--- config.mk ---
export PLATFORM = sky130hd
export DESIGN_NAME = io_bus_responder
export DESIGN_NICKNAME = d
export VERILOG_FILES = /design/src/rtl/io_bus_responder.sv
export SDC_FILE = /design/constraint.sdc
export NUM_CORES = 1
export LEC_CHECK = 0
export BUFFER_PORTS_ARGS = -buffer_cell sky130_fd_sc_hd__buf_2
export CAP_MARGIN = 10
export CORE_MARGIN = 2
export CORE_UTILIZATION = 55
export CTS_BUF_LIST = sky130_fd_sc_hd__clkbuf_2 sky130_fd_sc_hd__clkbuf_4 sky130_fd_sc_hd__clkbuf_8
export DETAILED_ROUTE_END_ITERATION = 10
export PLACE_DENSITY_LB_ADDON = 0.25
export SYNTH_ARGS = -nofsm -noshare
export SYNTH_HDL_FRONTEND = slang
export SYNTH_SLANG_ARGS = --single-unit
--- constraint.sdc ---
create_clock -name clk -period 5.5 [get_ports clk]
set_input_delay 0.275 -clock clk [delete_from_list [all_inputs] [get_ports clk]]
set_output_delay 0.275 -clock clk [all_outputs]
set_load 0.02 [all_outputs]
--- src/rtl/io_bus_responder.sv ---
// Device end of the CPU IO bus: LED, debounced switch entry, scanned 8-digit
// 7-segment display and a free-running cycle counter.
module io_bus_responder #(
    parameter int unsigned DEBOUNCE_CYCLES = 1_000_000,
    parameter int unsigned SCAN_CYCLES     = 100_000
) (
    input  logic        clk,
    input  logic        rst,
    input  logic [7:0]  io_addr,
    input  logic [31:0] io_dout,
    input  logic        io_we,
    input  logic        io_rd,
    output logic [31:0] io_din,
    input  logic [15:0] sw,
    input  logic        btn,
    output logic [15:0] led,
    output logic [7:0]  an,
    output logic [6:0]  seg
);

    localparam int unsigned DB_W = (DEBOUNCE_CYCLES > 1) ? $clog2(DEBOUNCE_CYCLES) : 1;
    localparam int unsigned SC_W = (SCAN_CYCLES > 1) ? $clog2(SCAN_CYCLES) : 1;
    localparam logic [DB_W-1:0] DB_LAST = DB_W'(DEBOUNCE_CYCLES - 1);
    localparam logic [SC_W-1:0] SC_LAST = SC_W'(SCAN_CYCLES - 1);

    typedef enum logic [5:0] {
        REG_LED      = 6'h00,
        REG_SW_READY = 6'h01,
        REG_SW_DATA  = 6'h02,
        REG_SEG_DATA = 6'h03,
        REG_CYCLE    = 6'h04
    } reg_e;

    logic [5:0] word;
    logic       unused_addr_bits;
    logic       wr_led, wr_seg, rd_sw_data;

    assign word             = io_addr[7:2];
    assign unused_addr_bits = ^io_addr[1:0];
    assign wr_led           = io_we && (word == REG_LED);
    assign wr_seg           = io_we && (word == REG_SEG_DATA);
    assign rd_sw_data       = io_rd && (word == REG_SW_DATA);

    logic            btn_s1_q, btn_s_q;
    logic [15:0]     sw_s1_q, sw_s_q;
    logic [DB_W-1:0] db_cnt_q, db_cnt_d;
    logic            stable_q, stable_d;
    logic            press_q, press_d;
    logic [15:0]     sw_data_q, sw_data_d;
    logic            ready_q, ready_d;
    logic [15:0]     led_q, led_d;
    logic [31:0]     seg_data_q, seg_data_d;
    logic [31:0]     cycle_q, cycle_d;
    logic [SC_W-1:0] scnt_q, scnt_d;
    logic [2:0]      digit_q, digit_d;

    always_ff @(posedge clk or posedge rst) begin
        if (rst) begin
            btn_s1_q <= 1'b0;
            btn_s_q  <= 1'b0;
            sw_s1_q  <= '0;
            sw_s_q   <= '0;
        end else begin
            btn_s1_q <= btn;
            btn_s_q  <= btn_s1_q;
            sw_s1_q  <= sw;
            sw_s_q   <= sw_s1_q;
        end
    end

    // press is the registered rising edge of the next stable level, so the
    // entry register latches one edge after stable rises.
    always_comb begin
        db_cnt_d = db_cnt_q;
        stable_d = stable_q;
        if (btn_s_q == stable_q) begin
            db_cnt_d = '0;
        end else if (db_cnt_q == DB_LAST) begin
            stable_d = btn_s_q;
            db_cnt_d = '0;
        end else begin
            db_cnt_d = db_cnt_q + 1'b1;
        end
        press_d = stable_d & ~stable_q;
    end

    always_comb begin
        sw_data_d = sw_data_q;
        ready_d   = ready_q;
        if (press_q) begin
            sw_data_d = sw_s_q;
            ready_d   = 1'b1;
        end else if (rd_sw_data) begin
            ready_d   = 1'b0;
        end
    end

    always_comb begin
        led_d      = wr_led ? io_dout[15:0] : led_q;
        seg_data_d = wr_seg ? io_dout : seg_data_q;
        cycle_d    = cycle_q + 32'd1;
    end

    always_comb begin
        scnt_d  = scnt_q + 1'b1;
        digit_d = digit_q;
        if (scnt_q == SC_LAST) begin
            scnt_d  = '0;
            digit_d = digit_q + 3'd1;
        end
    end

    always_ff @(posedge clk or posedge rst) begin
        if (rst) begin
            db_cnt_q   <= '0;
            stable_q   <= 1'b0;
            press_q    <= 1'b0;
            sw_data_q  <= '0;
            ready_q    <= 1'b0;
            led_q      <= '0;
            seg_data_q <= '0;
            cycle_q    <= '0;
            scnt_q     <= '0;
            digit_q    <= '0;
        end else begin
            db_cnt_q   <= db_cnt_d;
            stable_q   <= stable_d;
            press_q    <= press_d;
            sw_data_q  <= sw_data_d;
            ready_q    <= ready_d;
            led_q      <= led_d;
            seg_data_q <= seg_data_d;
            cycle_q    <= cycle_d;
            scnt_q     <= scnt_d;
            digit_q    <= digit_d;
        end
    end

    always_comb begin
        io_din = '0;
        case (word)
            REG_SW_READY: io_din = {31'b0, ready_q};
            REG_SW_DATA:  io_din = {16'b0, sw_data_q};
            REG_CYCLE:    io_din = cycle_q;
            default:      io_din = '0;
        endcase
    end

    function automatic logic [6:0] hex7(input logic [3:0] v);
        logic [6:0] s;
        case (v)
            4'h0: s = 7'h40;
            4'h1: s = 7'h79;
            4'h2: s = 7'h24;
            4'h3: s = 7'h30;
            4'h4: s = 7'h19;
            4'h5: s = 7'h12;
            4'h6: s = 7'h02;
            4'h7: s = 7'h78;
            4'h8: s = 7'h00;
            4'h9: s = 7'h10;
            4'hA: s = 7'h08;
            4'hB: s = 7'h03;
            4'hC: s = 7'h46;
            4'hD: s = 7'h21;
            4'hE: s = 7'h06;
            default: s = 7'h0E;
        endcase
        return s;
    endfunction

    logic [3:0] nibble;

    assign nibble = seg_data_q[{digit_q, 2'b00} +: 4];
    assign led    = led_q;
    assign an     = ~(8'b1 << digit_q);
    assign seg    = hex7(nibble);

endmodule

# Yosys cells after proc, flatten, opt, wreduce, memory -nomap -nowiden
# Memory sizes are Yosys's and may differ from the RTL's.
# Cells that the tools add are included.
dict set report totals {
  memories 1
  out_inout_bits 63
  romBits 112
  wordCells 44
  register_bits 173
  ramBits 0
  latch_bits 0
  inputBits 61
}
dict set report op_classes {
  n_reduce_logical 5
  add_sub_neg 4
  n_mux 8
  shifts 2
  div 0
  mul 0
  eq_ne 7
  order_cmp 0
  bitwise 3
}
# memory depth word_bits read_ports rd_clocked_by_memory_dff write_ports line
set memory_table {}
lappend memory_table {{(name not given)} 16 7 1 0 0 151} ;# case (v)
# op n
set op_table {}
lappend op_table {{32-bit case mux with 3 select lines} 1}
lappend op_table {{20-bit 2-to-1 mux} 2}
lappend op_table {{32-bit by 1-bit adder with 32-bit output, second input constant} 1}
lappend op_table {{32-bit by 6-bit indexed part select with 4-bit output} 1}
lappend op_table {{20-bit by 1-bit adder with 20-bit output, second input constant} 1}
lappend op_table {{20-bit == test, second input constant} 1}
lappend op_table {{17-bit by 1-bit adder with 17-bit output, second input constant} 1}
lappend op_table {{17-bit == test, second input constant} 1}
lappend op_table {{17-bit 2-to-1 mux} 1}
lappend op_table {{6-bit by 2-bit == test with 1-bit output, second input constant} 2}
lappend op_table {{8-bit inverter} 1}
lappend op_table {{1-bit by 3-bit << shifter with 8-bit output, first input constant} 1}
lappend op_table {{6-bit by 1-bit == test with 1-bit output, second input constant} 1}
lappend op_table {{6-bit by 3-bit == test with 1-bit output, second input constant} 1}
lappend op_table {{6-bit zero test} 1}
lappend op_table {{1-bit 2-to-1 mux} 4}
lappend op_table {{3-bit by 1-bit adder with 3-bit output, second input constant} 1}
lappend op_table {{1-bit logical AND} 3}
lappend op_table {{2-bit nonzero test} 1}
lappend op_table {{1-bit bitwise AND} 1}
lappend op_table {{1-bit == test} 1}
lappend op_table {{1-bit inverter} 1}

# Longest topological paths before layout
# Gate-level depths: netlist of run 1.
dict set report depth {
  ltp_word 4
  ltp_mapped 8
  depth_no_buf 7
}

# Worst setup path before layout of run 1
# No wires, ideal clock.
dict set report synth_path {
  path_type {register to output}
  startpoint {reg digit_q[0]}
  endpoint {out seg[4]}
  slack_ns 2.758
  stages_incl_launch_ff 8
  arrival_time_ns 2.467
  required_ns 5.225
  cell_sequence {dfrtp_1 buf_6 mux4_1 mux2i_1 inv_1 ha_1 mux2_2 o21ai_0}
}
dict set report synth_between {
  elab_chain_len 2
}
# item line
set synth_rtl {}
lappend synth_rtl {{start, declared} 55} ;# logic [2:0] digit_q, digit_d;
lappend synth_rtl {{start signal, assigned} 135} ;# digit_q <= digit_d;
lappend synth_rtl {{32-bit by 6-bit indexed part select with 4-bit output} 174} ;# assign nibble = seg_data_q[{digit_q, 2'b00} +: 4];
lappend synth_rtl {{memory 16 x 7 bit} -}
lappend synth_rtl {{end, declared} 18} ;# output logic [6:0] seg
# No other way between the ends.

# Worst setup path in the final report of run 1
# Same ends and word-level chain as after synthesis.

==> results of run 1 <==
-- metal layers --
metal	track usage	routed length [um]	vias to the layer above	share of wire
met4	0.0977	354	0	0.024
met5	0	0	-	0
met1	0.262	6190	2522	0.41
li1	-	-	2350	-
met2	0.374	7900	136	0.53
met3	0.0503	588	29	0.039
-- placed cells by master (no fill, tap or decap), types with 3 or more instances in the layout --
master	netlist	layout
sky130_fd_sc_hd__or3_1	5	5
sky130_fd_sc_hd__inv_6	0	6
sky130_fd_sc_hd__or4_1	3	3
sky130_fd_sc_hd__a21oi_1	7	7
sky130_fd_sc_hd__mux2i_1	8	8
sky130_fd_sc_hd__nand2_1	25	25
sky130_fd_sc_hd__a22o_1	16	16
sky130_fd_sc_hd__mux2_2	68	68
sky130_fd_sc_hd__o21ai_0	5	5
sky130_fd_sc_hd__dfrtp_1	173	173
sky130_fd_sc_hd__buf_2	4	121
sky130_fd_sc_hd__clkinv_4	0	3
sky130_fd_sc_hd__clkbuf_8	1	18
sky130_fd_sc_hd__and3_1	11	11
sky130_fd_sc_hd__nand3_1	30	30
sky130_fd_sc_hd__buf_4	2	4
sky130_fd_sc_hd__and2_1	20	20
sky130_fd_sc_hd__o31ai_1	5	4
sky130_fd_sc_hd__dlygate4sd3_1	0	17
sky130_fd_sc_hd__nor4_2	2	4
sky130_fd_sc_hd__nand4_1	19	19
sky130_fd_sc_hd__mux4_2	4	4
sky130_fd_sc_hd__xor2_1	26	26
sky130_fd_sc_hd__nor2_1	25	25
sky130_fd_sc_hd__inv_1	13	12
sky130_fd_sc_hd__diode_2	0	4
sky130_fd_sc_hd__and4_1	12	12
sky130_fd_sc_hd__ha_1	14	14
sky130_fd_sc_hd__xnor2_1	33	33
sky130_fd_sc_hd__bufinv_16	0	3
sky130_fd_sc_hd__mux4_1	4	4
sky130_fd_sc_hd__nor3_1	4	4
-- synth_stat cells (all sizes together) --
cell / number
dfrtp: 173
mux2: 69
xnor2: 33
nand3: 30
xor2: 26
nand2: 25
nor2: 25
and2: 20
clkbuf: 19
nand4: 19
a22o: 17
ha: 14
inv: 14
and4: 12
and3: 11
mux2i: 10
buf: 8
mux4: 8
a21oi: 7
o21ai: 6
nor4: 5
o31ai: 5
or3: 5
nor3: 4
or4: 3
and3b: 2
nand3b: 2
nand4b: 2
or4b: 2
a211o: 1
a21o: 1
nor2b: 1
nor3b: 1
nor4b: 1
nor4bb: 1
o2bb2ai: 1
or2: 1
-- worst reg2reg max path: cells and delay by family (launching register included) --
family | cells | cell delay, ns
simple gates | 3 | 1.54
flops | 1 | 0.45
xor+xnor | 1 | 0.21
-- kinds of logic after synthesis --
| kind of cell | count (synthesis) | share of synthesized area |
|---|---|---|
| flops | 173 | 0.572 |
| simple gates | 172 | 0.130 |
| mux | 87 | 0.146 |
| xor+xnor | 59 | 0.0683 |
| buf+inv | 41 | 0.0243 |
| compound gates | 38 | 0.0367 |
| fa+ha+maj | 14 | 0.0232 |
-- report_power, final --
group	switching, mW	internal [mW]	total, mW
combinational	0.133	0.112	0.245
clock	0.463	0.472	0.935
sequential	0.0287	1.33	1.36
total	0.625	1.92	2.54
-- metrics by stage --
stage                     hold slack (ns)  cells  utilization  instance area (sq um)
after CTS                          0.0200    907        0.668                   8910
after floorplan                     0.306    584            -                   7570
after detailed placement            0.335    858        0.623                   8310
after global routing               0.0216    910        0.668                   8920
after global placement              0.331    858        0.623                   8310
final                              0.0451    911        0.668                   8920
-- registers in the layout, indices dropped and copies added (netlist names), 3 cells and up --
| register | count |
|---|---|
| cycle_q | 32 |
| seg_data_q | 32 |
| db_cnt_q | 20 |
| scnt_q | 17 |
| led | 16 |
| sw_data_q | 16 |
| sw_s1_q | 16 |
| sw_s_q | 16 |
| digit_q | 3 |
-- path summary, 6_finish.rpt --
path / start / end / slack [ns] / cells after the start
max: digit_q[0]$_DFFE_PP0N_ / seg[4] / 1.91 / 7
min: rst / led[8]$_DFFE_PP0P_ / 0.05 / 2
max reg2reg: cycle_q[2]$_DFF_PP0_ / cycle_q[17]$_DFF_PP0_ / 3.18 / 4
min reg2reg: btn_s1_q$_DFF_PP0_ / btn_s_q$_DFF_PP0_ / 0.35 / 0
max in group asynchronous: rst / seg_data_q[24]$_DFFE_PP0P_ / 4.11 / 3
min in group clk: io_dout[18] / seg_data_q[18]$_DFFE_PP0P_ / 0.05 / 2
-- area by class of cell --
| type | count | area share |
|---|---|---|
| timing repair buffer | 142 | 0.0903 |
| tap | 176 | 0.0247 |
| sequential | 173 | 0.485 |
| clock inverter | 14 | 0.0203 |
| multi-input combinational | 370 | 0.344 |
| inverter | 14 | 0.00645 |
| clock buffer | 18 | 0.0278 |
| antenna | 4 | 0.00112 |
==> impl_results.html, run 1 <==
<table>
<tr><th>Metric</th><th>Value</th></tr>
<tr><th colspan="2">Worst setup path</th></tr>
<tr><td>Buffers plus inverters on the worst setup path</td><td>2</td></tr>
<tr><td>WP data arrival</td><td>approximately 3.3 ns</td></tr>
<tr><td>Maximum cell stage delay along the critical path</td><td>between 0.7 and 0.8 ns</td></tr>
<tr><td>WP data required</td><td>approximately 5.2 ns</td></tr>
<tr><td>Cell family with most CP delay</td><td>multiplexers</td></tr>
<tr><td>Start-to-end type of the worst setup path</td><td>reg2out</td></tr>
<tr><td>Worst Setup End Kind</td><td>output port</td></tr>
<tr><td>Crit-path slowest cell</td><td>sky130_fd_sc_hd__dfrtp_1</td></tr>
<tr><td>Critical Path Start Type</td><td>flip-flop</td></tr>
<tr><td>Critical-path maximum fanout</td><td>11</td></tr>
<tr><td>CP cell instances</td><td>mux4_1 -&gt; mux2i_1 -&gt; inv_1 -&gt; ha_1 -&gt; mux2_2 -&gt; o21ai_0 -&gt; buf_2</td></tr>
<tr><th colspan="2">Global routing</th></tr>
<tr><td>Global-route wire length before repair</td><td>roughly 25,000 um</td></tr>
<tr><td>Total routing resource utilization after global routing</td><td>0.218</td></tr>
<tr><td>Total global routing overflow</td><td>0</td></tr>
<tr><td>Pin count of the biggest net entering global routing</td><td>between 100 and 150</td></tr>
<tr><td>Initial antenna violation count</td><td>3</td></tr>
<tr><td>Number of global-route vias before repair</td><td>roughly 5,200</td></tr>
<tr><th colspan="2">Timing</th></tr>
<tr><td>Worst slew pin tran</td><td>between 1 and 1.5 ns</td></tr>
<tr><td>Final setup margin</td><td>around 1.9 ns</td></tr>
<tr><td>Tcrit/Tclk final</td><td>0.653</td></tr>
<tr><td>Final critical path time including I/O delays and setup</td><td>between 3 and 4 ns</td></tr>
<tr><td>Total Negative Setup Slacks</td><td>0 ns</td></tr>
<tr><td>Setup skew after layout</td><td>roughly 0.0066 ns</td></tr>
<tr><td>Final hold vios</td><td>0</td></tr>
<tr><td>Setup repair after global routing missed its margin</td><td>false</td></tr>
<tr><td>Final setup vio count</td><td>0</td></tr>
<tr><td>Maximum operating frequency</td><td>roughly 280 MHz</td></tr>
<tr><td>Final Slew Violations</td><td>0</td></tr>
<tr><td>Max transition margin</td><td>0.220</td></tr>
<tr><th colspan="2">Synth</th></tr>
<tr><td>Synthesis-stage register bit count</td><td>roughly 170</td></tr>
<tr><td>Cell count after synthesis</td><td>584</td></tr>
<tr><td>Fraction of synthesized cell area taken by the top area cell type</td><td>0.572</td></tr>
<tr><td>Net count of the mapped netlist</td><td>about 660</td></tr>
<tr><td>Dominant cell type by area after synthesis</td><td>sky130_fd_sc_hd__dfrtp_1</td></tr>
<tr><td>Count of warnings emitted by yosys</td><td>0</td></tr>
<tr><td>Avg Inst Size Synth</td><td>about 13 sq um</td></tr>
<tr><td>Library cells used by synthesis</td><td>48</td></tr>
<tr><td>Leading cell types by total area after synthesis</td><td>sky130_fd_sc_hd__dfrtp_1, sky130_fd_sc_hd__mux2_2, sky130_fd_sc_hd__xnor2_1, sky130_fd_sc_hd__xor2_1, sky130_fd_sc_hd__ha_1</td></tr>
<tr><td>Cell area after technology mapping</td><td>7570 sq um</td></tr>
<tr><td>Part of the Yosys area used for sequential elements</td><td>0.572</td></tr>
<tr><th colspan="2">Finish</th></tr>
<tr><td>Reg area</td><td>4330 sq um</td></tr>
<tr><td>Number of fill cells</td><td>about 970</td></tr>
<tr><td>Layout area overhead</td><td>17.9%</td></tr>
<tr><td>Share of layout cells above drive strength 1</td><td>0.330</td></tr>
<tr><td>Footprint of the multi-input gates</td><td>just over 3000 sq um</td></tr>
<tr><td>Number of nets in the finished design</td><td>approximately 790</td></tr>
<tr><th colspan="2">Floorplanning</th></tr>
<tr><td>Area of the core</td><td>13,300 sq um</td></tr>
<tr><td>Initial standard-cell utilization of the core</td><td>0.567</td></tr>
<tr><td>Number of core rows</td><td>42</td></tr>
<tr><td>Die height</td><td>~120 um</td></tr>
<tr><td>Die width</td><td>between 100 and 150 um</td></tr>
<tr><td>Io pins</td><td>between 100 and 150</td></tr>
<tr><td>Die Area</td><td>about 15,000 sq um</td></tr>
<tr><th colspan="2">Pwr</th></tr>
<tr><td>Total power divided by cell area</td><td>285 nW/um^2</td></tr>
<tr><td>Worst ir drop on vdd</td><td>a little under 0.2 mV</td></tr>
<tr><td>Overall power of the completed layout</td><td>between 2 and 3 mW</td></tr>
<tr><td>Static Leak</td><td>between 4 and 5 nW</td></tr>
<tr><th colspan="2">Routing</th></tr>
<tr><td>Routed Antenna Nets</td><td>0</td></tr>
<tr><td>Detailed-routing iteration count for the pre-antenna-repair pass</td><td>4</td></tr>
<tr><td>Final wirelength</td><td>about 15,000 um</td></tr>
<tr><td>Detailed-route DRC error count</td><td>0</td></tr>
<tr><td>Initial detailed-routing violation count</td><td>about 390</td></tr>
<tr><td>Total number of vias</td><td>5,037</td></tr>
<tr><td>Vias per cell</td><td>approximately 5.5</td></tr>
<tr><td>Mean routed wirelength per cell</td><td>between 15 and 20 um</td></tr>
<tr><th colspan="2">Clock network</th></tr>
<tr><td>CTS resizes</td><td>0</td></tr>
<tr><td>Clock tree from TritonCTS</td><td>yes</td></tr>
<tr><td>Number of sinks driven by the clock tree</td><td>173</td></tr>
<tr><td>Number of buffers added by the clock tree synthesis step</td><td>17</td></tr>
<tr><td>Clock transition at path regs</td><td>about 0.090 ns</td></tr>
<tr><td>Number of buffers inserted to repair setup after CTS</td><td>0</td></tr>
<tr><td>Number of buffers added to fix hold violations after cts</td><td>17</td></tr>
<tr><td>Skew-Pair Late Insertion Delay</td><td>about 0.45 ns</td></tr>
<tr><td>Root Driver</td><td>sky130_fd_sc_hd__clkbuf_8</td></tr>
<tr><td>Maximum level of the CTS H-tree</td><td>4</td></tr>
<tr><td>Deepest clock path buffer count</td><td>2</td></tr>
<tr><th colspan="2">Placement</th></tr>
<tr><td>Placement Setup Slack</td><td>2.35 ns</td></tr>
<tr><td>Number of input and output port buffers inserted</td><td>121</td></tr>
<tr><td>Half-perimeter wire length after detailed placement</td><td>roughly 11,000 um</td></tr>
<tr><td>Routability Congestion</td><td>0.835</td></tr>
<tr><th colspan="2">Hold path</th></tr>
<tr><td>Hold crit path type</td><td>in2async</td></tr>
<tr><th colspan="2">Run status</th></tr>
<tr><td>Status</td><td>finished clean</td></tr>
<tr><th colspan="2">Job</th></tr>
<tr><td># Max-Cap Violations</td><td>0</td></tr>
</table>
(Power assumes the default switching activity.)
==> run 2: changes to the inputs <==
--- a/config.mk
+++ b/config.mk
@@ -5,6 +5,7 @@
 export SDC_FILE = /design/constraint.sdc
 export NUM_CORES = 1
 export LEC_CHECK = 0
+export ABC_AREA = 1
 export BUFFER_PORTS_ARGS = -buffer_cell sky130_fd_sc_hd__buf_2
 export CAP_MARGIN = 10
 export CORE_MARGIN = 2
==> constraint.sdc (replaced) <==
create_clock -name clk -period 3.4 [get_ports clk]
set_input_delay 0.17 -clock clk [delete_from_list [all_inputs] [get_ports clk]]
set_output_delay 0.17 -clock clk [all_outputs]
set_load 0.02 [all_outputs]
==> run 2 against run 1 <==
  * The run now ends with negative hold slack left
  * Critical path depth increased by 6
  * Flip-flop and latch count unchanged
  * Clock-buffer cell count unchanged
  * Hold slack got worse by 0.14 ns
  * Clock power increased by 57%
  * Critical endpoint is now seg[3]
==> impl_results.html, run 2 <==
<table>
<tr><th>Metric</th><th>Value</th></tr>
<tr><th colspan="2">Worst setup path</th></tr>
<tr><td>CP cell instances</td><td>buf_4 -&gt; inv_1 -&gt; nand2_1 -&gt; nand3_1 -&gt; nand3_1 -&gt; nand2_1 -&gt; inv_1 -&gt; ha_1 -&gt; nand3_1 -&gt; nand2_1 -&gt; nand2_1 -&gt; nand2_1 -&gt; buf_2</td></tr>
<tr><td>Maximum cell stage delay along the critical path</td><td>0.41 ns (-0.34 ns)</td></tr>
<tr><td>Start-to-end type of the worst setup path</td><td>reg2out</td></tr>
<tr><td>Cell repeated most along the worst path</td><td>sky130_fd_sc_hd__nand2_1</td></tr>
<tr><td>Crit-path slowest cell</td><td>sky130_fd_sc_hd__inv_1</td></tr>
<tr><td>Critical Path Start Type</td><td>flip-flop</td></tr>
<tr><td>Flop2flop setup slack</td><td>1.69 ns (-1.49 ns)</td></tr>
<tr><td>Cell family with most CP delay</td><td>buffers and inverters</td></tr>
<tr><td>Buffers plus inverters on the worst setup path</td><td>4 (+2)</td></tr>
<tr><td>Worst Setup End Kind</td><td>output port</td></tr>
<tr><td>WP data required</td><td>3.23 ns (-1.99 ns)</td></tr>
<tr><td>WP data arrival</td><td>2.69 ns (-0.62 ns)</td></tr>
<tr><td>Critical-path maximum fanout</td><td>22 (+11)</td></tr>
<tr><td>Worst reg2reg path startpoint</td><td>db_cnt_q[0]$_DFF_PP0_</td></tr>
<tr><td>Worst-case reg-to-reg path depth</td><td>8 (+4)</td></tr>
<tr><td>Endpoint of the worst-slack reg-to-reg timing path</td><td>db_cnt_q[18]$_DFF_PP0_</td></tr>
<tr><th colspan="2">Run status</th></tr>
<tr><td>Failing checks</td><td>negative hold slack</td></tr>
<tr><td>Status</td><td>finished with violations</td></tr>
<tr><th colspan="2">Floorplanning</th></tr>
<tr><td>Die width</td><td>127 um (+4.6%)</td></tr>
<tr><td>Number of core rows</td><td>44 (+4.8%)</td></tr>
<tr><td>Die height</td><td>127 um (+4.6%)</td></tr>
<tr><td>Io pins</td><td>124 (unchanged)</td></tr>
<tr><td>Die Area</td><td>16,100 sq um (+9.4%)</td></tr>
<tr><td>Initial standard-cell utilization of the core</td><td>0.567 (about the same)</td></tr>
<tr><td>Area of the core</td><td>14,600 sq um (+9.7%)</td></tr>
<tr><th colspan="2">Routing</th></tr>
<tr><td>Total number of vias</td><td>6,920 (+37%)</td></tr>
<tr><td>Final wirelength</td><td>18,300 um (+22%)</td></tr>
<tr><td>Detailed-routing iteration count for the pre-antenna-repair pass</td><td>6 (+2)</td></tr>
<tr><td>Vias per cell</td><td>5.08 (-8.1%)</td></tr>
<tr><td>Initial detailed-routing violation count</td><td>518 (+34%)</td></tr>
<tr><td>Routed Antenna Nets</td><td>0 (unchanged)</td></tr>
<tr><td>Mean routed wirelength per cell</td><td>13.5 um (-18%)</td></tr>
<tr><td>Detailed-route DRC error count</td><td>0 (unchanged)</td></tr>
<tr><th colspan="2">Timing</th></tr>
<tr><td>Final Hold Slack</td><td>-0.0949 ns (-0.140 ns)</td></tr>
<tr><td>Final setup margin</td><td>0.541 ns (-1.37 ns)</td></tr>
<tr><td>Final critical path time including I/O delays and setup</td><td>2.86 ns</td></tr>
<tr><td>Total Negative Setup Slacks</td><td>0 ns (unchanged)</td></tr>
<tr><td>Final setup vio count</td><td>0 (unchanged)</td></tr>
<tr><td>Tcrit/Tclk final</td><td>0.841</td></tr>
<tr><td>Final hold vios</td><td>58 (+58)</td></tr>
<tr><td>Setup repair after global routing missed its margin</td><td>false</td></tr>
<tr><td>Setup skew after layout</td><td>0.0148 ns (+0.00818 ns)</td></tr>
<tr><td>Final Slew Violations</td><td>0 (unchanged)</td></tr>
<tr><td>Maximum operating frequency</td><td>around 350 MHz</td></tr>
<tr><td>Worst slew pin tran</td><td>0.944 ns (-0.216 ns)</td></tr>
<tr><td>Max transition margin</td><td>0.370 (+0.150)</td></tr>
<tr><th colspan="2">Synth</th></tr>
<tr><td>Library cells used by synthesis</td><td>36 (-25%)</td></tr>
<tr><td>Leading cell types by total area after synthesis</td><td>sky130_fd_sc_hd__dfrtp_1, sky130_fd_sc_hd__nand2_1, sky130_fd_sc_hd__inv_1, sky130_fd_sc_hd__nor2_1, sky130_fd_sc_hd__xor2_1</td></tr>
<tr><td>Number of flops mapped to enable cells by yosys</td><td>0 (unchanged)</td></tr>
<tr><td>Part of the Yosys area used for sequential elements</td><td>0.522 (-0.0506)</td></tr>
<tr><td>Ys flop type</td><td>sky130_fd_sc_hd__dfrtp_1</td></tr>
<tr><td>Dominant cell type by area after synthesis</td><td>sky130_fd_sc_hd__dfrtp_1</td></tr>
<tr><td>Avg Inst Size Synth</td><td>8.35 sq um (-36%)</td></tr>
<tr><td>Most repeated cell in the gate-level netlist after synthesis</td><td>sky130_fd_sc_hd__nand2_1</td></tr>
<tr><td>Share of flip-flops with an asynchronous set or reset after synthesis</td><td>1.00 (unchanged)</td></tr>
<tr><td>Fraction of synthesized cell area taken by the top area cell type</td><td>0.522 (-0.0506)</td></tr>
<tr><td>Count of warnings emitted by yosys</td><td>0 (unchanged)</td></tr>
<tr><td>Net count of the mapped netlist</td><td>1,069 (+62%)</td></tr>
<tr><td>Synthesis-stage register bit count</td><td>173 (unchanged)</td></tr>
<tr><td>Cell count after synthesis</td><td>994 (+70%)</td></tr>
<tr><td>Commonest cells in the netlist</td><td>sky130_fd_sc_hd__nand2_1, sky130_fd_sc_hd__dfrtp_1, sky130_fd_sc_hd__inv_1, sky130_fd_sc_hd__nor2_1, sky130_fd_sc_hd__nand3_1</td></tr>
<tr><td>Cell area after technology mapping</td><td>8300 sq um (+9.7%)</td></tr>
<tr><th colspan="2">Finish</th></tr>
<tr><td>Top library cells by usage in the layout, fill and taps aside</td><td>sky130_fd_sc_hd__nand2_1, sky130_fd_sc_hd__dfrtp_1, sky130_fd_sc_hd__inv_1, sky130_fd_sc_hd__nor2_1, sky130_fd_sc_hd__buf_2</td></tr>
<tr><td>Layout area overhead</td><td>19.9%</td></tr>
<tr><td>Number of nets in the finished design</td><td>1,240 (+56%)</td></tr>
<tr><td>Antenna cell count</td><td>0 (-4)</td></tr>
<tr><td>Registers with the most flip-flops</td><td>cycle_q: 32 flops, seg_data_q: 32 flops, db_cnt_q: 20 flops</td></tr>
<tr><td>Share of layout cells above drive strength 1</td><td>0.162 (-0.168)</td></tr>
<tr><td>Most common library cell in the layout ignoring fill and taps</td><td>sky130_fd_sc_hd__nand2_1</td></tr>
<tr><th colspan="2">Placement</th></tr>
<tr><td>Placement Setup Slack</td><td>1.05 ns (-1.31 ns)</td></tr>
<tr><td>Half-perimeter wire length after detailed placement</td><td>12,500 um (+17%)</td></tr>
<tr><td>Number of input and output port buffers inserted</td><td>121 (unchanged)</td></tr>
<tr><td>Routability Congestion</td><td>0.899 (+7.7%)</td></tr>
<tr><th colspan="2">Global routing</th></tr>
<tr><td>Total global routing overflow</td><td>0 (unchanged)</td></tr>
<tr><td>Pin count of the biggest net entering global routing</td><td>174 (+53%)</td></tr>
<tr><td>Global-route wire length before repair</td><td>30,600 um (+23%)</td></tr>
<tr><td>Total routing resource utilization after global routing</td><td>0.238 (+0.0196)</td></tr>
<tr><td>Initial antenna violation count</td><td>0 (-3)</td></tr>
<tr><td>Number of global-route vias before repair</td><td>6,436 (+23%)</td></tr>
<tr><th colspan="2">Pwr</th></tr>
<tr><td>Net Sw Frac</td><td>0.280 (+0.0343)</td></tr>
<tr><td>Net switching power</td><td>1.16 mW (+86%)</td></tr>
<tr><td>Power share of the clock group</td><td>0.356 (-0.012)</td></tr>
<tr><td>Relative contribution of combinational cells to total power</td><td>0.113 (+0.017)</td></tr>
<tr><td>Cell internal pwr</td><td>2.98 mW (+56%)</td></tr>
<tr><td>Static Leak</td><td>4.93 nW (+12%)</td></tr>
<tr><td>Worst ir drop on vdd</td><td>0.382 mV (+97%)</td></tr>
<tr><td>Sequential share of power</td><td>0.531 (-0.004)</td></tr>
<tr><td>Total power divided by cell area</td><td>416 nW/um^2 (+46%)</td></tr>
<tr><th colspan="2">Clock network</th></tr>
<tr><td>CTS resizes</td><td>0 (unchanged)</td></tr>
<tr><td>Number of sinks driven by the clock tree</td><td>173 (unchanged)</td></tr>
<tr><td>Maximum level of the CTS H-tree</td><td>4 (unchanged)</td></tr>
<tr><td>Deepest clock path buffer count</td><td>2 (unchanged)</td></tr>
<tr><td>Root Driver</td><td>sky130_fd_sc_hd__clkbuf_8</td></tr>
<tr><td>Clock tree from TritonCTS</td><td>yes</td></tr>
<tr><td>Number of buffers inserted to repair setup after CTS</td><td>0 (unchanged)</td></tr>
<tr><td>Clock transition at path regs</td><td>0.09 ns (about the same)</td></tr>
<tr><td>Number of buffers added by the clock tree synthesis step</td><td>17 (unchanged)</td></tr>
<tr><td>Skew-Pair Late Insertion Delay</td><td>0.47 ns (+0.02 ns)</td></tr>
<tr><th colspan="2">Hold path</th></tr>
<tr><td>Hold crit path type</td><td>in2async</td></tr>
<tr><th colspan="2">Job</th></tr>
<tr><td># Max-Cap Violations</td><td>0 (unchanged)</td></tr>
</table>
-- run 2: cell count changes after synthesis, moves of 25 or more --
| cell | change |
|---|---|
| sky130_fd_sc_hd__nor2_1 | +107 |
| sky130_fd_sc_hd__a21oi_1 | +25 |
| sky130_fd_sc_hd__nand3_1 | +33 |
| sky130_fd_sc_hd__o21ai_0 | +36 |
| sky130_fd_sc_hd__mux2_2 | -68 |
| sky130_fd_sc_hd__inv_1 | +130 |
| sky130_fd_sc_hd__nand2_1 | +200 |
| sky130_fd_sc_hd__xnor2_1 | -30 |
-- run 2: worst max-delay path by stage --
stage,from,to,cells after the start
5_1_grt,digit_q[0]$_DFFE_PP0N_,seg[5],13
6_report,digit_q[0]$_DFFE_PP0N_,seg[3],13
3_3_place_gp,digit_q[0]$_DFFE_PP0N_,seg[5],13
4_1_cts,digit_q[0]$_DFFE_PP0N_,seg[6],13
3_5_place_dp,digit_q[0]$_DFFE_PP0N_,seg[6],13
2_1_floorplan,rst,btn_s1_q$_DFF_PP0_,1
-- run 2: worst register-to-register path, delay by kind of cell (launching register included) --
family,cells,cell delay [ns]
flip-flops,1,0.38
AND/OR/NAND/NOR,6,0.89
adder cells (fa/ha/maj),1,0.21
buffers and inverters,1,0.14
-- run 2: cells by family (layout without fill, tap and decap cells) --
logic type	count (synthesis)	after routing	synth area share
and+or+nand+nor	497	497	0.266
DFF	173	173	0.522
buffers and inverters	170	354	0.0829
AOI/OAI and AO/OA	97	97	0.0626
xor gates and xnor gates	43	43	0.0454
adders and majority gates	14	14	0.0211
-- run 2: repair_timing --
action / 4_1_cts / 5_1_grt
setup endpoints to repair: 0 / 0
hold endpoints to repair: 65 / 0
hold buffers: 49 / 0
-- run 2: final cells by class --
type	instances	area (sq um)
Clock inverter	14	163
Timing Repair Buffer	174	1140
Tap cell	184	230
Fill cell	1161	4690
Multi-Input combinational cell	651	3280
Inverter	148	562
Sequential cell	173	4330
Clock buffer	18	248
-- run 2: layer usage --
metal | part of all wire | GRT usage | vias up | routed length, um
met3 | 0.047 | 0.0498 | 22 | 868
met1 | 0.47 | 0.341 | 3255 | 8690
met4 | 0.014 | 0.0802 | 0 | 248
met5 | 0 | 0 | - | 0
met2 | 0.47 | 0.364 | 181 | 8530
li1 | - | - | 3462 | -
-- run 2: power groups by stage --
stage | clock, mW | sequential (mW) | combinational [mW]
after detailed placement | 0 | 2.24 | 0.423
after global placement | 0 | 2.24 | 0.413
after CTS | 1.51 | 2.20 | 0.468
final | 1.47 | 2.20 | 0.469
after floorplan | 0 | 2.27 | 0.245
after global routing | 1.61 | 2.21 | 0.525
-- run 2: per-stage QoR --
stage | hold slack (ns) | std cells | util | cell area (sq um) | total power, mW
after floorplan | 0.201 | 994 | - | 8300 | 2.51
after global placement | 0.279 | 1281 | 0.618 | 9050 | 2.65
after detailed placement | 0.279 | 1281 | 0.618 | 9050 | 2.66
after CTS | 0.000575 | 1362 | 0.680 | 9950 | 4.17
after global routing | 0.0546 | 1362 | 0.680 | 9950 | 4.35
final | -0.0949 | 1362 | 0.680 | 9950 | 4.14
==> run 3: changes to the inputs <==
==> constraint.sdc (replaced) <==
create_clock -name clk -period 2.97 [get_ports clk]
set_input_delay 0.1485 -clock clk [delete_from_list [all_inputs] [get_ports clk]]
set_output_delay 0.1485 -clock clk [all_outputs]
set_load 0.02 [all_outputs]
==> run 3 against run 2 <==
  * The run now ends clean
  * Global-route usage up 0.87 points
  * Core utilization grew 0.31 points
  * Clock skew fell by 0.00092 ns
  * Sequential power grew 15%
  * First-iteration DRC count up 18%
  * Die area did not move
  * Worst setup slack got worse by 0.22 ns
  * Combinational power increased by 17%
  * Design area is 0.45% higher
  * Hold slack better by 0.29 ns
  * Register-to-register slack worse by 0.47 ns
  * Non-clock buffer count rose by 4
  * Critical path type unchanged
  * Largest cell class unchanged
  * Highest routed layer unchanged
==> impl_results.html, run 3 (synthesized netlist as in run 2, its figures left out) <==
<table>
<tr><th>Metric</th><th>Value</th></tr>
<tr><th colspan="2">Finish</th></tr>
<tr><td>Number of nets in the finished design</td><td>1,244 (+0.32%)</td></tr>
<tr><td>Filler-free cell count of the finished design</td><td>1,366 (+0.29%)</td></tr>
<tr><td>Most common library cell in the layout ignoring fill and taps</td><td>sky130_fd_sc_hd__nand2_1</td></tr>
<tr><td>Post-route design area</td><td>10000 sq um (+0.45%)</td></tr>
<tr><td>Share of layout cells above drive strength 1</td><td>0.163 (+0.00114)</td></tr>
<tr><td>Registers with the most flip-flops</td><td>cycle_q: 32 flops, seg_data_q: 32 flops, db_cnt_q: 20 flops</td></tr>
<tr><td>Antenna cell count</td><td>0 (unchanged)</td></tr>
<tr><td>Top library cells by usage in the layout, fill and taps aside</td><td>sky130_fd_sc_hd__nand2_1, sky130_fd_sc_hd__dfrtp_1, sky130_fd_sc_hd__inv_1, sky130_fd_sc_hd__nor2_1, sky130_fd_sc_hd__buf_2</td></tr>
<tr><td>Layout area overhead</td><td>20.5%</td></tr>
<tr><th colspan="2">Timing</th></tr>
<tr><td>Final Slew Violations</td><td>0 (unchanged)</td></tr>
<tr><td>Tcrit/Tclk final</td><td>0.891</td></tr>
<tr><td>Final setup vio count</td><td>0 (unchanged)</td></tr>
<tr><td>Max transition margin</td><td>0.412 (+0.0417)</td></tr>
<tr><td>Final critical path time including I/O delays and setup</td><td>roughly 2.6 ns</td></tr>
<tr><td>Final hold vios</td><td>0 (-100%)</td></tr>
<tr><td>Final Hold Slack</td><td>0.193 ns (+0.288 ns)</td></tr>
<tr><td>Setup repair after global routing missed its margin</td><td>false</td></tr>
<tr><td>Worst slew pin tran</td><td>0.880 ns (-0.0644 ns)</td></tr>
<tr><td>Total Negative Setup Slacks</td><td>0 ns (unchanged)</td></tr>
<tr><td>Setup skew after layout</td><td>0.0138 ns (-0.000919 ns)</td></tr>
<tr><td>Maximum operating frequency</td><td>between 300 and 400 MHz</td></tr>
<tr><th colspan="2">Global routing</th></tr>
<tr><td>Pin count of the biggest net entering global routing</td><td>65 (-63%)</td></tr>
<tr><td>Total routing resource utilization after global routing</td><td>0.246 (+0.00872)</td></tr>
<tr><td>Initial antenna violation count</td><td>0 (unchanged)</td></tr>
<tr><td>Number of global-route vias before repair</td><td>6,748 (+4.8%)</td></tr>
<tr><td>Global-route wire length before repair</td><td>31,800 um (+4.0%)</td></tr>
<tr><td>Total global routing overflow</td><td>0 (unchanged)</td></tr>
<tr><th colspan="2">Hold path</th></tr>
<tr><td>Hold crit path type</td><td>in2reg</td></tr>
<tr><td>Depth of the worst hold-timing path</td><td>4</td></tr>
<tr><th colspan="2">Placement</th></tr>
<tr><td>Number of input and output port buffers inserted</td><td>121 (unchanged)</td></tr>
<tr><td>Half-perimeter wire length after detailed placement</td><td>12,900 um (+3.5%)</td></tr>
<tr><td>Routability Congestion</td><td>0.894 (-0.62%)</td></tr>
<tr><td>Total cell area at the placement stage</td><td>9090 sq um (+0.44%)</td></tr>
<tr><td>DP Cell Count</td><td>1,283 (+0.16%)</td></tr>
<tr><th colspan="2">Worst setup path</th></tr>
<tr><td>Critical-path maximum fanout</td><td>16 (-27%)</td></tr>
<tr><td>Endpoint of the worst setup timing path</td><td>seg[2]</td></tr>
<tr><td>Maximum cell stage delay along the critical path</td><td>0.40 ns (about the same)</td></tr>
<tr><td>Worst Setup End Kind</td><td>output port</td></tr>
<tr><td>CP cell instances</td><td>inv_1 -&gt; nand2_1 -&gt; nand3_1 -&gt; nand2_1 -&gt; nand2_1 -&gt; nand2_1 -&gt; ha_1 -&gt; inv_1 -&gt; nand3_1 -&gt; o21ai_0 -&gt; buf_2</td></tr>
<tr><td>Cell repeated most along the worst path</td><td>sky130_fd_sc_hd__nand2_1</td></tr>
<tr><td>Endpoint of the worst-slack reg-to-reg timing path</td><td>db_cnt_q[13]$_DFF_PP0_</td></tr>
<tr><td>Critical path launch point</td><td>digit_q[0]$_DFFE_PP0N_</td></tr>
<tr><td>Worst-case reg-to-reg path depth</td><td>6 (-2)</td></tr>
<tr><td>Crit-path slowest cell</td><td>sky130_fd_sc_hd__inv_1</td></tr>
<tr><td>Critical Path Start Type</td><td>flip-flop</td></tr>
<tr><td>WP data arrival</td><td>2.50 ns (-0.19 ns)</td></tr>
<tr><td>WP data required</td><td>2.82 ns (-0.41 ns)</td></tr>
<tr><td>Flop2flop setup slack</td><td>1.22 ns (-0.47 ns)</td></tr>
<tr><td>Start-to-end type of the worst setup path</td><td>reg2out</td></tr>
<tr><td>Worst reg2reg path startpoint</td><td>stable_q$_DFF_PP0_</td></tr>
<tr><th colspan="2">Routing</th></tr>
<tr><td>Final wirelength</td><td>18,500 um (+1.0%)</td></tr>
<tr><td>Detailed-routing iteration count for the pre-antenna-repair pass</td><td>5 (-1)</td></tr>
<tr><td>Routed Antenna Nets</td><td>0 (unchanged)</td></tr>
<tr><td>Detailed-route DRC error count</td><td>0 (unchanged)</td></tr>
<tr><td>Total number of vias</td><td>6,926 (+0.087%)</td></tr>
<tr><td>Initial detailed-routing violation count</td><td>612 (+18%)</td></tr>
<tr><td>Vias per cell</td><td>5.07 (-0.21%)</td></tr>
<tr><td>Mean routed wirelength per cell</td><td>13.6 um (+0.70%)</td></tr>
<tr><th colspan="2">Pwr</th></tr>
<tr><td>Worst ir drop on vdd</td><td>0.411 mV (+7.7%)</td></tr>
<tr><td>Static Leak</td><td>4.94 nW (+0.26%)</td></tr>
<tr><td>Overall power of the completed layout</td><td>4.73 mW (+14%)</td></tr>
<tr><td>Total power divided by cell area</td><td>473 nW/um^2 (+14%)</td></tr>
<tr><th colspan="2">Floorplanning</th></tr>
<tr><td>Io pins</td><td>124 (unchanged)</td></tr>
<tr><td>Initial standard-cell utilization of the core</td><td>0.567 (unchanged)</td></tr>
<tr><td>Die height</td><td>127 um (unchanged)</td></tr>
<tr><td>Area of the core</td><td>14,600 sq um (unchanged)</td></tr>
<tr><td>Die width</td><td>127 um (unchanged)</td></tr>
<tr><td>Number of core rows</td><td>44 (unchanged)</td></tr>
<tr><td>Die Area</td><td>16,100 sq um (unchanged)</td></tr>
<tr><th colspan="2">Job</th></tr>
<tr><td># Max-Cap Violations</td><td>0 (unchanged)</td></tr>
<tr><th colspan="2">Clock network</th></tr>
<tr><td>Clock transition at path regs</td><td>0.10 ns (about the same)</td></tr>
<tr><td>Skew-Pair Late Insertion Delay</td><td>0.46 ns (about the same)</td></tr>
<tr><td>CTS resizes</td><td>0 (unchanged)</td></tr>
<tr><td>Deepest clock path buffer count</td><td>2 (unchanged)</td></tr>
<tr><td>Maximum level of the CTS H-tree</td><td>4 (unchanged)</td></tr>
<tr><td>Number of sinks driven by the clock tree</td><td>173 (unchanged)</td></tr>
<tr><td>Number of buffers added by the clock tree synthesis step</td><td>17 (unchanged)</td></tr>
<tr><td>Root Driver</td><td>sky130_fd_sc_hd__clkbuf_8</td></tr>
<tr><td>Clock tree from TritonCTS</td><td>yes</td></tr>
<tr><th colspan="2">Run status</th></tr>
<tr><td>Status</td><td>finished clean</td></tr>
</table>
[run 3: cell types whose count changed in the layout (fill, tap and decap cells not counted), moves of 2 or more]
cell	delta
sky130_fd_sc_hd__buf_12	+2
sky130_fd_sc_hd__clkinv_4	-2
sky130_fd_sc_hd__clkinvlp_4	+2
sky130_fd_sc_hd__dlygate4sd3_1	+2
sky130_fd_sc_hd__inv_6	+4
sky130_fd_sc_hd__inv_8	-3
[run 3: critical path: cells and delay by family, from the launching register on]
family,cells,cell delay (ns)
AO/OA/AOI/OAI,1,0.20
AND/OR/NAND/NOR,6,0.56
adder cells (fa/ha/maj),1,0.23
buffers and inverters,3,0.68
flip-flops,1,0.38
[run 3: worst min-delay path by stage]
stage | end | slack [ns] | start
3_3_place_gp | btn_s1_q$_DFF_PP0_ | 0.26 | btn
5_1_grt | led[0]$_DFFE_PP0P_ | 0.20 | io_we
2_1_floorplan | btn_s1_q$_DFF_PP0_ | 0.18 | btn
6_report | led[10]$_DFFE_PP0P_ | 0.19 | io_we
3_5_place_dp | sw_s1_q[3]$_DFF_PP0_ | 0.26 | sw[3]
4_1_cts | led[8]$_DFFE_PP0P_ | 0.16 | io_we
[run 3: layout make-up]
cell class | count | area, sq um
clock buffer | 19 | 255
clock inverter | 13 | 140
fill | 1207 | 4650
inverter | 148 | 562
multi-input combinational | 651 | 3280
sequential | 173 | 4330
tap | 184 | 230
timing repair buffer | 178 | 1200
[run 3: where the power goes]
part	leakage, nW	internal [mW]	switching [mW]
logic	2.56	0.214	0.333
registers	2.19	2.47	0.0493
clock network	0.198	0.731	0.928
[run 3: layer usage]
layer,vias to the layer above,part of all wire,GRT usage
li1,3468,-,-
met1,3264,0.48,0.349
met2,172,0.46,0.380
met3,22,0.049,0.0641
met4,0,0.014,0.0679
met5,-,0,0
[run 3: per-stage QoR]
stage          worst slack, ns  utilization
4_1_cts                  0.310        0.683
5_1_grt                0.00666        0.683
2_1_floorplan            0.611            -
6_report                 0.323        0.683
3_3_place_gp             0.887        0.621
3_5_place_dp             0.836        0.621
[run 3: repair_timing]
item                                   4_1_cts  5_1_grt
setup buffers                                0        0
endpoints found under the hold margin      100        0
hold buffers                                51        0
